--- config.mk ---
export PLATFORM = sky130hd
export DESIGN_NAME = pc_txpacket_flat
export DESIGN_NICKNAME = d
export VERILOG_FILES = /design/src/rtl/pc_txpacket_if.sv /design/src/rtl/pc_txpacket.sv /design/src/flat_wrapper.sv
export SDC_FILE = /design/constraint.sdc
export NUM_CORES = 1
export LEC_CHECK = 0
export CAP_MARGIN = 10
export CORE_MARGIN = 5
export CORE_UTILIZATION = 50
export DETAILED_ROUTE_END_ITERATION = 10
export HOLD_SLACK_MARGIN = 0.02
export PLACE_DENSITY = 0.73
export SLEW_MARGIN = 10
export SYNTH_ARGS = -nofsm -noshare
export SYNTH_HDL_FRONTEND = slang
export SYNTH_SLANG_ARGS = --single-unit
--- constraint.sdc ---
create_clock -name txclk -period 3.61 [get_ports txclk]
set_clock_uncertainty 0.1 [all_clocks]
set_input_delay 0.722 -clock txclk [delete_from_list [all_inputs] [get_ports txclk]]
set_output_delay 0.722 -clock txclk [all_outputs]
set_load 0.05 [all_outputs]
--- src/rtl/pc_txpacket_if.sv ---
// Handshake bundle between the PC-link packetizer, the SCCB readback FIFO and the PC-side
// transmitter.
interface pc_txpacket_if;
    logic [7:0] fifo_data;
    logic       fifo_ready;
    logic       fifo_rden;
    logic [7:0] tx_data;
    logic       tx_valid;
    logic       tx_ready;

    // Packetizer side
    modport master (
        input  fifo_data, fifo_ready, tx_ready,
        output fifo_rden, tx_data, tx_valid
    );

    // FIFO / transmitter side
    modport slave (
        output fifo_data, fifo_ready, tx_ready,
        input  fifo_rden, tx_data, tx_valid
    );
endinterface

--- src/rtl/pc_txpacket.sv ---
// Transmit packetizer: reads one (addr, data) pair from the readback FIFO and streams it as a
// fixed Ethernet-style frame, followed by an inter-frame gap.
module pc_txpacket #(
    parameter logic [47:0] DST_MAC   = 48'hFFFFFFFFFFFF,
    parameter logic [47:0] SRC_MAC   = 48'h00AA00BB00CC,
    parameter logic [15:0] ETHERTYPE = 16'h88B5,
    parameter int unsigned PKT_LEN   = 60,
    parameter int unsigned IFG       = 12
) (
    input  logic          txclk,
    input  logic          txreset,
    pc_txpacket_if.master link,
    output logic          busy,
    output logic [15:0]   pkt_count
);

    localparam logic [2:0] StIdle   = 3'd0;
    localparam logic [2:0] StFetch1 = 3'd1;
    localparam logic [2:0] StFetch2 = 3'd2;
    localparam logic [2:0] StLatch  = 3'd3;
    localparam logic [2:0] StSend   = 3'd4;
    localparam logic [2:0] StGap    = 3'd5;

    localparam logic [5:0]   LastIdx = 6'(PKT_LEN - 1);
    localparam logic [7:0]   GapLast = 8'(IFG - 1);
    localparam logic [111:0] Header  = {DST_MAC, SRC_MAC, ETHERTYPE};

    logic [2:0]  state_q, state_d;
    logic [5:0]  index_q, index_d;
    logic [7:0]  gap_q, gap_d;
    logic [7:0]  addr_q, addr_d;
    logic [7:0]  data_q, data_d;
    logic [7:0]  tx_data_q, tx_data_d;
    logic        tx_valid_q, tx_valid_d;
    logic [15:0] pkt_count_d;
    logic        rden;
    logic        accept;

    // Header bytes come from the MSB end of the concatenated header vector.
    function automatic logic [7:0] frame_byte(input logic [5:0] idx, input logic [7:0] a,
                                              input logic [7:0] d);
        logic [111:0] sh;
        sh = Header << (8 * idx);
        if (idx < 6'd14)       return sh[111:104];
        else if (idx == 6'd14) return a;
        else if (idx == 6'd15) return d;
        else                   return 8'h00;
    endfunction

    assign accept         = tx_valid_q && link.tx_ready;
    assign link.fifo_rden = rden;
    assign link.tx_data   = tx_data_q;
    assign link.tx_valid  = tx_valid_q;

    always_comb begin
        state_d     = state_q;
        index_d     = index_q;
        gap_d       = gap_q;
        addr_d      = addr_q;
        data_d      = data_q;
        tx_data_d   = tx_data_q;
        tx_valid_d  = tx_valid_q;
        pkt_count_d = pkt_count;
        rden        = 1'b0;
        case (state_q)
            StIdle: begin
                if (link.fifo_ready) state_d = StFetch1;
            end
            StFetch1: begin
                rden    = 1'b1;
                state_d = StFetch2;
            end
            StFetch2: begin
                rden    = 1'b1;
                addr_d  = link.fifo_data;
                state_d = StLatch;
            end
            StLatch: begin
                data_d     = link.fifo_data;
                index_d    = 6'd0;
                tx_valid_d = 1'b1;
                tx_data_d  = frame_byte(6'd0, addr_q, data_q);
                state_d    = StSend;
            end
            StSend: begin
                if (accept) begin
                    if (index_q == LastIdx) begin
                        tx_valid_d  = 1'b0;
                        pkt_count_d = pkt_count + 16'd1;
                        gap_d       = 8'd0;
                        state_d     = StGap;
                    end else begin
                        index_d   = index_q + 6'd1;
                        tx_data_d = frame_byte(index_q + 6'd1, addr_q, data_q);
                    end
                end
            end
            StGap: begin
                if (gap_q == GapLast) begin
                    gap_d   = 8'd0;
                    state_d = StIdle;
                end else begin
                    gap_d = gap_q + 8'd1;
                end
            end
            default: state_d = StIdle;
        endcase
    end

    // pkt_count is rewritten every cycle so its stored value always tracks the next-state path.
    always_ff @(posedge txclk) begin
        if (txreset) begin
            state_q    <= StIdle;
            index_q    <= 6'd0;
            gap_q      <= 8'd0;
            addr_q     <= 8'd0;
            data_q     <= 8'd0;
            tx_data_q  <= 8'h00;
            tx_valid_q <= 1'b0;
            busy       <= 1'b0;
            pkt_count  <= 16'd0;
        end else begin
            state_q    <= state_d;
            index_q    <= index_d;
            gap_q      <= gap_d;
            addr_q     <= addr_d;
            data_q     <= data_d;
            tx_data_q  <= tx_data_d;
            tx_valid_q <= tx_valid_d;
            busy       <= (state_d != StIdle);
            pkt_count  <= pkt_count_d;
        end
    end

endmodule

--- src/flat_wrapper.sv ---
// flat-port wrapper written by rule: the top's interface ports become plain ports
module pc_txpacket_flat 
#(
    parameter logic [47:0] DST_MAC   = 48'hFFFFFFFFFFFF,
    parameter logic [47:0] SRC_MAC   = 48'h00AA00BB00CC,
    parameter logic [15:0] ETHERTYPE = 16'h88B5,
    parameter int unsigned PKT_LEN   = 60,
    parameter int unsigned IFG       = 12
)
  (txclk, txreset, busy, pkt_count, link_fifo_data, link_fifo_ready, link_tx_ready, link_fifo_rden, link_tx_data, link_tx_valid);
  pc_txpacket_if link_i ();
  input  logic txclk;
  input  logic txreset;
  output logic busy;
  output logic [15:0] pkt_count;
  input wire logic [$bits(link_i.fifo_data)-1:0] link_fifo_data;
  input wire logic [$bits(link_i.fifo_ready)-1:0] link_fifo_ready;
  input wire logic [$bits(link_i.tx_ready)-1:0] link_tx_ready;
  output wire logic [$bits(link_i.fifo_rden)-1:0] link_fifo_rden;
  output wire logic [$bits(link_i.tx_data)-1:0] link_tx_data;
  output wire logic [$bits(link_i.tx_valid)-1:0] link_tx_valid;
  assign link_i.fifo_data = link_fifo_data;
  assign link_i.fifo_ready = link_fifo_ready;
  assign link_i.tx_ready = link_tx_ready;
  assign link_fifo_rden = link_i.fifo_rden;
  assign link_tx_data = link_i.tx_data;
  assign link_tx_valid = link_i.tx_valid;
  pc_txpacket #(.DST_MAC(DST_MAC), .SRC_MAC(SRC_MAC), .ETHERTYPE(ETHERTYPE), .PKT_LEN(PKT_LEN), .IFG(IFG)) u_core (.txclk(txclk), .txreset(txreset), .link(link_i), .busy(busy), .pkt_count(pkt_count));
endmodule
=== After elaboration in Yosys (flattened, before gate mapping) ===
Cells that the tools add are included.

* Output and inout bits: 27
* Input port bits: 12
* Register bits: 59

* Add/subtract/negate cells: 3
* Reduce and logical (&&, ||, !) cells: 10
* Muxes and demuxes: 22
* $lt $le $gt $ge: 1
* Shift operators: 1
* Eq/ne operators: 12

{| class="wikitable"
|+ Operators by type and width
! kind !! number
|-
| $shl 112x9->112 const A || 1
|-
| $mux 8 || 8
|-
| $pmux 8 s2 || 2
|-
| $pmux 3 s6 || 1
|-
| $add 16x1->16 const B || 1
|-
| $eq 6x4->1 const B || 2
|-
| $mux 3 || 4
|-
| $mux 6 || 2
|-
| $pmux 6 s2 || 1
|-
| $reduce_and 3->1 || 4
|-
| $add 8x1->8 const B || 1
|-
| $eq 8x4->1 const B || 1
|-
| $add 6x1->6 const B || 1
|-
| $eq 3x2->1 const B || 2
|-
| $eq 3x3->1 const B || 2
|-
| $eq 6x6->1 const B || 1
|-
| $lt 6x4->1 const B || 1
|-
| $ne 2x1->1 const B || 2
|-
| $reduce_bool 2->1 || 2
|-
| $eq 3x1->1 const B || 1
|-
| $logic_not 3->1 || 1
|-
| $mux 1 || 3
|-
| $reduce_bool 3->1 || 1
|-
| $ne 2x2->1 const B || 1
|-
| other kinds (3) || 3
|}

=== Logic depth before layout (Yosys ltp) ===
Gate-level depths: netlist (run 1).

* Depth in word-level cells: 8
* Gate-level depth with buffers: 10
* Mapped depth without buffers: 8

=== Least setup slack after synthesis (run 1) ===
No wires, ideal clock.

* Path kind: input-to-reg
* Start: input port link_tx_ready
* End: register u_core.pkt_count[13]
* Path slack: 1.108 ns
* Arrival: 2.331 ns
* Stages on the path: 6
* Cells stage by stage: nand4b_1 > or4_4 > or4_1 > clkbuf_2 > or3_1 > a21oi_1

* Cells in the longest elaborated chain, start to end: 2

{| class="wikitable"
|+ Ends and longest elaborated chain
! element !! RTL line !! RTL
|-
| start, declared || flat_wrapper.sv:18 || <nowiki>input wire logic [$bits(link_i.tx_ready)-1:0] link_tx_ready;</nowiki>
|-
| $logic_and 1x1->1 || pc_txpacket.sv:50 || <nowiki>assign accept = tx_valid_q && link.tx_ready;</nowiki>
|-
| $reduce_and 3->1 (no line) || n/a ||
|-
| end signal, assigned || pc_txpacket.sv:131 || <nowiki>pkt_count <= pkt_count_d;</nowiki>
|-
| end, declared || pc_txpacket.sv:14 || <nowiki>output logic [15:0] pkt_count</nowiki>
|}

No other way between the ends.
A chain may end at the register's enable or synchronous reset.

=== Worst setup path in the final report (run 1) ===
* Start: register u_core.index_q[0]
* End: register u_core.pkt_count[9]

* Cells in the longest elaborated chain, start to end: 2

{| class="wikitable"
|+ Ends and longest elaborated chain
! element !! RTL line !! RTL
|-
| start, declared || pc_txpacket.sv:29 || <nowiki>logic [5:0] index_q, index_d;</nowiki>
|-
| start signal, assigned || pc_txpacket.sv:124 || <nowiki>index_q <= index_d;</nowiki>
|-
| $eq 6x6->1 || pc_txpacket.sv:87 || <nowiki>if (index_q == LastIdx) begin</nowiki>
|-
| $reduce_and 3->1 (no line) || n/a ||
|}

No other way between the ends.

==> results of run 1 <==
==> cell usage in the layout, fill, tap and decap left out, types with 5 or more instances in the layout <==
| cell | synthesis | routed |
|---|---|---|
| a211oi_1 | 9 | 9 |
| nand2_1 | 69 | 69 |
| clkbuf_8 | 0 | 11 |
| xor2_1 | 7 | 7 |
| clkdlybuf4s50_1 | 0 | 38 |
| nor4_1 | 5 | 5 |
| ha_1 | 5 | 5 |
| nor3_1 | 14 | 14 |
| xnor2_1 | 15 | 15 |
| nand3_1 | 13 | 13 |
| nor2_1 | 43 | 43 |
| buf_4 | 1 | 6 |
| dfxtp_1 | 59 | 59 |
| inv_1 | 10 | 10 |
| or3_1 | 9 | 9 |
| o21ai_0 | 19 | 18 |
| nand2b_1 | 6 | 6 |
| nand4_1 | 7 | 7 |
| a21oi_1 | 41 | 41 |
==> cell usage after synthesis (2+ instances only) <==
master and number:
nand2_1 69, dfxtp_1 59, nor2_1 43, a21oi_1 41
clkbuf_1 23, o21ai_0 19, xnor2_1 15, nor3_1 14
nand3_1 13, inv_1 10, a211oi_1 9, or3_1 9
nand4_1 7, xor2_1 7, nand2b_1 6, ha_1 5
nor4_1 5, a31oi_1 4, and3_1 4, a41oi_1 3
and2_1 3, o21a_1 3, a21o_1 2, nor2b_1 2
o21bai_1 2, o311ai_0 2, or3b_2 2, or4_4 2
==> metal layers <==
layer  vias up  part of all wire  wire length [um]
li1       1451                 -                 -
met1      1288              0.47              3230
met2        81              0.47              3260
met3         7             0.052               359
met4         0             0.013                91
met5         -                 0                 0
==> power by group <==
part	switching [mW]	internal (mW)
logic	0.0998	0.0594
registers	0.0260	0.674
clock network	0.252	0.422
total	0.378	1.16
==> registers in the layout, indices dropped and copies added, names as in the netlist <==
| name | flops |
|---|---|
| u_core.index_q | 6 |
| u_core.pkt_count | 16 |
| u_core.addr_q | 8 |
| u_core.busy | 1 |
| u_core.state_q | 3 |
| u_core.link.tx_valid | 1 |
| u_core.link.tx_data | 8 |
| u_core.data_q | 8 |
| u_core.gap_q | 8 |
==> logic make-up (layout without fill, tap and decap cells) <==
logic type / count (synthesis) / in the layout / share of synthesized area
flip-flops: 59 / 59 / 0.393
adder cells (fa/ha/maj): 5 / 5 / 0.0208
AND/OR/NAND/NOR: 185 / 185 / 0.290
XOR/XNOR: 22 / 22 / 0.0641
AO/OA/AOI/OAI: 94 / 94 / 0.186
buffers and inverters: 36 / 69 / 0.0466
==> worst paths after layout <==
path	startpoint	to	slack (ns)	cells after the start
min	u_core.data_q[2]	u_core.data_q[2]	0.36	2
max	u_core.index_q[0]	u_core.pkt_count[9]	0.72	6
min reg2reg	u_core.data_q[2]	u_core.data_q[2]	0.36	2
max reg2reg	u_core.index_q[0]	u_core.pkt_count[9]	0.72	6
==> stage by stage <==
step,setup slack (ns),hold slack [ns]
finish,0.721,0.357
global route,0.550,0.374
CTS,0.721,0.358
detailed placement,0.453,0.348
global placement,0.502,0.344
floorplan,1.11,0.337
==> worst max-delay path: cells and delay by family (launching register included) <==
family | cells | cell delay, ns
fa+ha+maj | 1 | 0.26
flops | 1 | 0.61
simple gates | 4 | 1.71
compound gates | 1 | 0.14
==> layout make-up <==
class	instances	share of cell area
multi-input cells	306	0.462
flip-flops and latches	59	0.324
repair buffers	44	0.117
clock buffers	11	0.0415
well taps	75	0.0257
clock inverters	4	0.0202
inverters	10	0.0103
==> results.cfg, run 1 <==
[global_route]
gr-usage-met3 = 0.0517
grt_pass1_wl_mm = 12.1
top_usage_layer = met2
grtUsageTotal = 0.198
grtUsageMet1 = 0.252
grt_max_degree = 36
met2_usage = 0.315
grt.overflow.total = 0
antenna_found_initial = 0
grt_pass1_vias = 2678

[yosys]
synth.avg_cell_area_um2 = 7.50
yosys_warnings = 0
netlist_top_cells_area = dfxtp_1, nand2_1, a21oi_1
synthesis.nets = 418
yosysTopAreaCell = dfxtp_1
synth-edff-count = 0
synth.distinct_cells = 46
async_flop_share = 0
yosysTopAreaCellShare = 0.393
synth_flop_cell = dfxtp_1
synthesis.area_um2 = 3010
synthCells = 401
synth-seq-cells = 59
ys_seq_area_frac = 0.393

[layout]
instances_no_fill = 509
drive_above_1_share = 0.0622
diodes = 0
nets = 447
multiInputGateArea_um2 = 1690
syn_to_final_growth_pct = 21.3
regArea_um2 = 1180
fillerInstances = 536
fin_util = 0.620
fin_area_um2 = 3650

[placed_design]
dp_cells = 494
placed_area_um2 = 3420
gp_congestion = 0.877
numPortBuffers = 38
hpwl_mm = 4.81

[critical_path]
critPathMaxStageDelay_ns = 0.63
cp_max_fo = 15
endpoint_kind = register
worst_path_max_delay_cell = or4_1
criticalPathCategory = register to register
cp.required_ns = 3.77
startpoint_type = register
crit_chain = ha_1 -> nand4_2 -> or4_4 -> or4_1 -> or3_1 -> a21oi_1
cp.arrival_ns = 3.05

[routing]
vias = 2827
wl_mm = 6.94
drt-wirelength-per-cell_um = 13.6
dr.pass1.iters = 4
drc = 0
drt_iter0_markers = 132
avgViaCountPerCell = 5.55
antenna_left = 0

[floorplanning]
num_io_pins = 39
dieArea_um2 = 7670
core_um2 = 5890
start_util = 0.511
die_h_um = 87.6
rows = 28
die_x_um = 87.6

[sta]
period_needed_ns = 2.89
timing.slew.headroom = 0.591
rsz0062_at_grt = false
max_freq_mhz = 346
finalSetupViolCount = 0
fin_crit_sh = 0.800
hold_violations = 0
final_max_slew_viol_count = 0
tightest_slew_ns = 0.612
fin_tns_setup_ns = 0

[power]
leakagePower_nw = 1.25
finalPower_mw = 1.53
powerDensity_nw_per_um2 = 420
irDropWorstVdd_v = 0.000274

[clock_network]
cts_root_buf = clkbuf_8
h-tree-depth = 3
clk_latency_ns = 0.33
post_cts_buffers = 0
cts_buffers = 9
clockBufferDepth = 2
post_cts_resized = 0
cts_sinks = 59
clk_pin_slew_ns = 0.07
cts_hold_buf = 0
tritoncts = built

[outcome]
status = complete, no violations

[job]
max_cap_violations = 0

[hold_path]
hp-class = register to register
Note: power is estimated with default switching activity, not from simulation.
==> inputs of run 2 (changes only) <==
PLACE_DENSITY = 0.76   (was 0.73)
clock period = 2.5 ns   (was 3.61 ns; I/O delays follow)
==> run 2 against run 1 <==
- count of clock-buffer cells in the layout down 1
- via count up 3.0%
- maximum frequency up 21%
- highest routed layer unchanged
- final cell count up 3.1%
- worst setup slack worse by 0.61 ns
- utilization up 1.7 points
==> results.cfg, run 2 (synthesis results as in run 1) <==
[outcome]
status = complete, no violations

[layout]
regMostFlops = u_core.pkt_count
layout_commonest_cell = nand2_1
fin_area_um2 = 3750
diodes = 0
nets = 463
largest_reg_flops = 16
mostFrequentLayoutCells = nand2_1, dfxtp_1, nor2_1, a21oi_1, clkdlybuf4s50_1
drive_above_1_share = 0.111
syn_to_final_growth_pct = 24.7
fin_util = 0.637

[routing]
drt-wirelength-per-cell_um = 13.6
drt_iter0_markers = 138
avgViaCountPerCell = 5.55
wl_mm = 7.16
vias = 2912
dr.pass1.iters = 4
drc = 0
antenna_left = 0

[floorplanning]
die_h_um = 87.6
core_um2 = 5890
num_io_pins = 39
die_x_um = 87.6
start_util = 0.511
dieArea_um2 = 7670
rows = 28

[global_route]
grt.overflow.total = 0
met2_usage = 0.319
grtUsageTotal = 0.199
gr-usage-met3 = 0.0470
grt_max_degree = 23
grt_pass1_wl_mm = 12.3
antenna_found_initial = 0
grt_pass1_vias = 2740
top_usage_layer = met2
grtUsageMet1 = 0.265

[sta]
final_max_slew_viol_count = 0
period_needed_ns = 2.39
tightest_slew_ns = 0.694
layout_setup_ws_ns = 0.112
max_freq_mhz = 419
fin_crit_sh = 0.955
finalSetupViolCount = 0
hold_violations = 0
timing.slew.headroom = 0.536

[critical_path]
worst_path_max_delay_cell = or4_4
r2r-start = u_core.index_q[0]
critical_path.most_common_cell = or4_4
endpoint_kind = register
worstReg2RegEnd = u_core.pkt_count[10]
endpoint = u_core.pkt_count[10]
crit_chain = ha_2 -> nand4_2 -> or4_4 -> or4_4 -> or3_1 -> a21oi_1
crit_family = simple AND/OR/NAND/NOR gates
crit_buf_inv = 0
criticalPathCategory = register to register
critPathMaxStageDelay_ns = 0.59
r2r_slack_ns = 0.11
reg2regPathDepth = 6
cp.depth = 6
cp.required_ns = 2.67
startpoint_type = register
startpoint = u_core.index_q[0]
cp_max_fo = 6
cp.arrival_ns = 2.56

[hold_path]
holdPathStages = 2
hp-class = register to register

[power]
finalPower_mw = 2.08
leakagePower_nw = 1.32
p_seq_frac = 0.476
clock_power_share = 0.396
p_int_mw = 1.52
powerDensity_nw_per_um2 = 555
comb_power_share = 0.128
irDropWorstVdd_v = 0.000321
p_sw_frac = 0.267
p_sw_mw = 0.556

[placed_design]
gp_congestion = 0.870
dp_slack_ns = -0.390
hpwl_mm = 5.04
placed_area_um2 = 3540
numPortBuffers = 38

[clock_network]
cts_buffers = 9
clk_pin_slew_ns = 0.07
clk_latency_ns = 0.33
clockBufferDepth = 2
h-tree-depth = 3
cts_root_buf = clkbuf_8
tritoncts = built
cts_sinks = 59

[job]
max_cap_violations = 0
==> run 2: metrics by stage <==
step	hold slack (ns)	TNS, ns	std cells
global route	0.386	-0.00700	525
CTS	0.357	0	525
floorplan	0.337	0	401
finish	0.354	0	525
detailed placement	0.348	-2.58	510
global placement	0.342	-2.33	510
==> run 2: power groups by stage <==
stage               combinational (mW)  sequential, mW  clock, mW
global placement                 0.260            1.01          0
finish                           0.266           0.991      0.823
floorplan                        0.132            1.05          0
detailed placement               0.265            1.01          0
global route                     0.286           0.995      0.869
CTS                              0.266           0.991      0.834
==> run 2: routing by layer <==
| layer | routed length, um | up-vias | part of all wire |
|---|---|---|---|
| met5 | 0 | - | 0 |
| met4 | 84 | 0 | 0.012 |
| met3 | 353 | 8 | 0.049 |
| met2 | 3300 | 81 | 0.46 |
| met1 | 3420 | 1337 | 0.48 |
| li1 | - | 1486 | - |
==> run 2: what timing repair did <==
item                       in CTS  in global routing
hold buffers                    0                  0
setup endpoints to repair       4                  2
buffers inserted                0                  0
pin swaps                       0                  4
gates resized for setup         1                  6
==> run 2: worst min-delay path by stage <==
stage / end / start / slack (ns)
floorplan: u_core.addr_q[0] / u_core.addr_q[0] / 0.34
global placement: u_core.addr_q[7] / u_core.addr_q[7] / 0.34
detailed placement: u_core.data_q[7] / u_core.data_q[7] / 0.35
CTS: u_core.addr_q[7] / u_core.addr_q[7] / 0.36
global route: u_core.addr_q[7] / u_core.addr_q[7] / 0.39
finish: u_core.addr_q[7] / u_core.addr_q[7] / 0.35
==> run 2: worst register-to-register path, cell delays in order, from the launching register on <==
cell and delay (ns):
dfxtp_1 0.33, ha_2 0.19, nand4_2 0.13, or4_4 0.52, or4_4 0.59, or3_1 0.32
a21oi_1 0.13
==> run 2: area by class of cell <==
type | instances | area, um2
clock buffers | 10 | 128
clock inverters | 5 | 53.8
fillers | 537 | 2140
inverters | 10 | 37.5
multi-input cells | 306 | 1710
flip-flops and latches | 59 | 1180
well taps | 75 | 93.8
repair buffers | 60 | 546
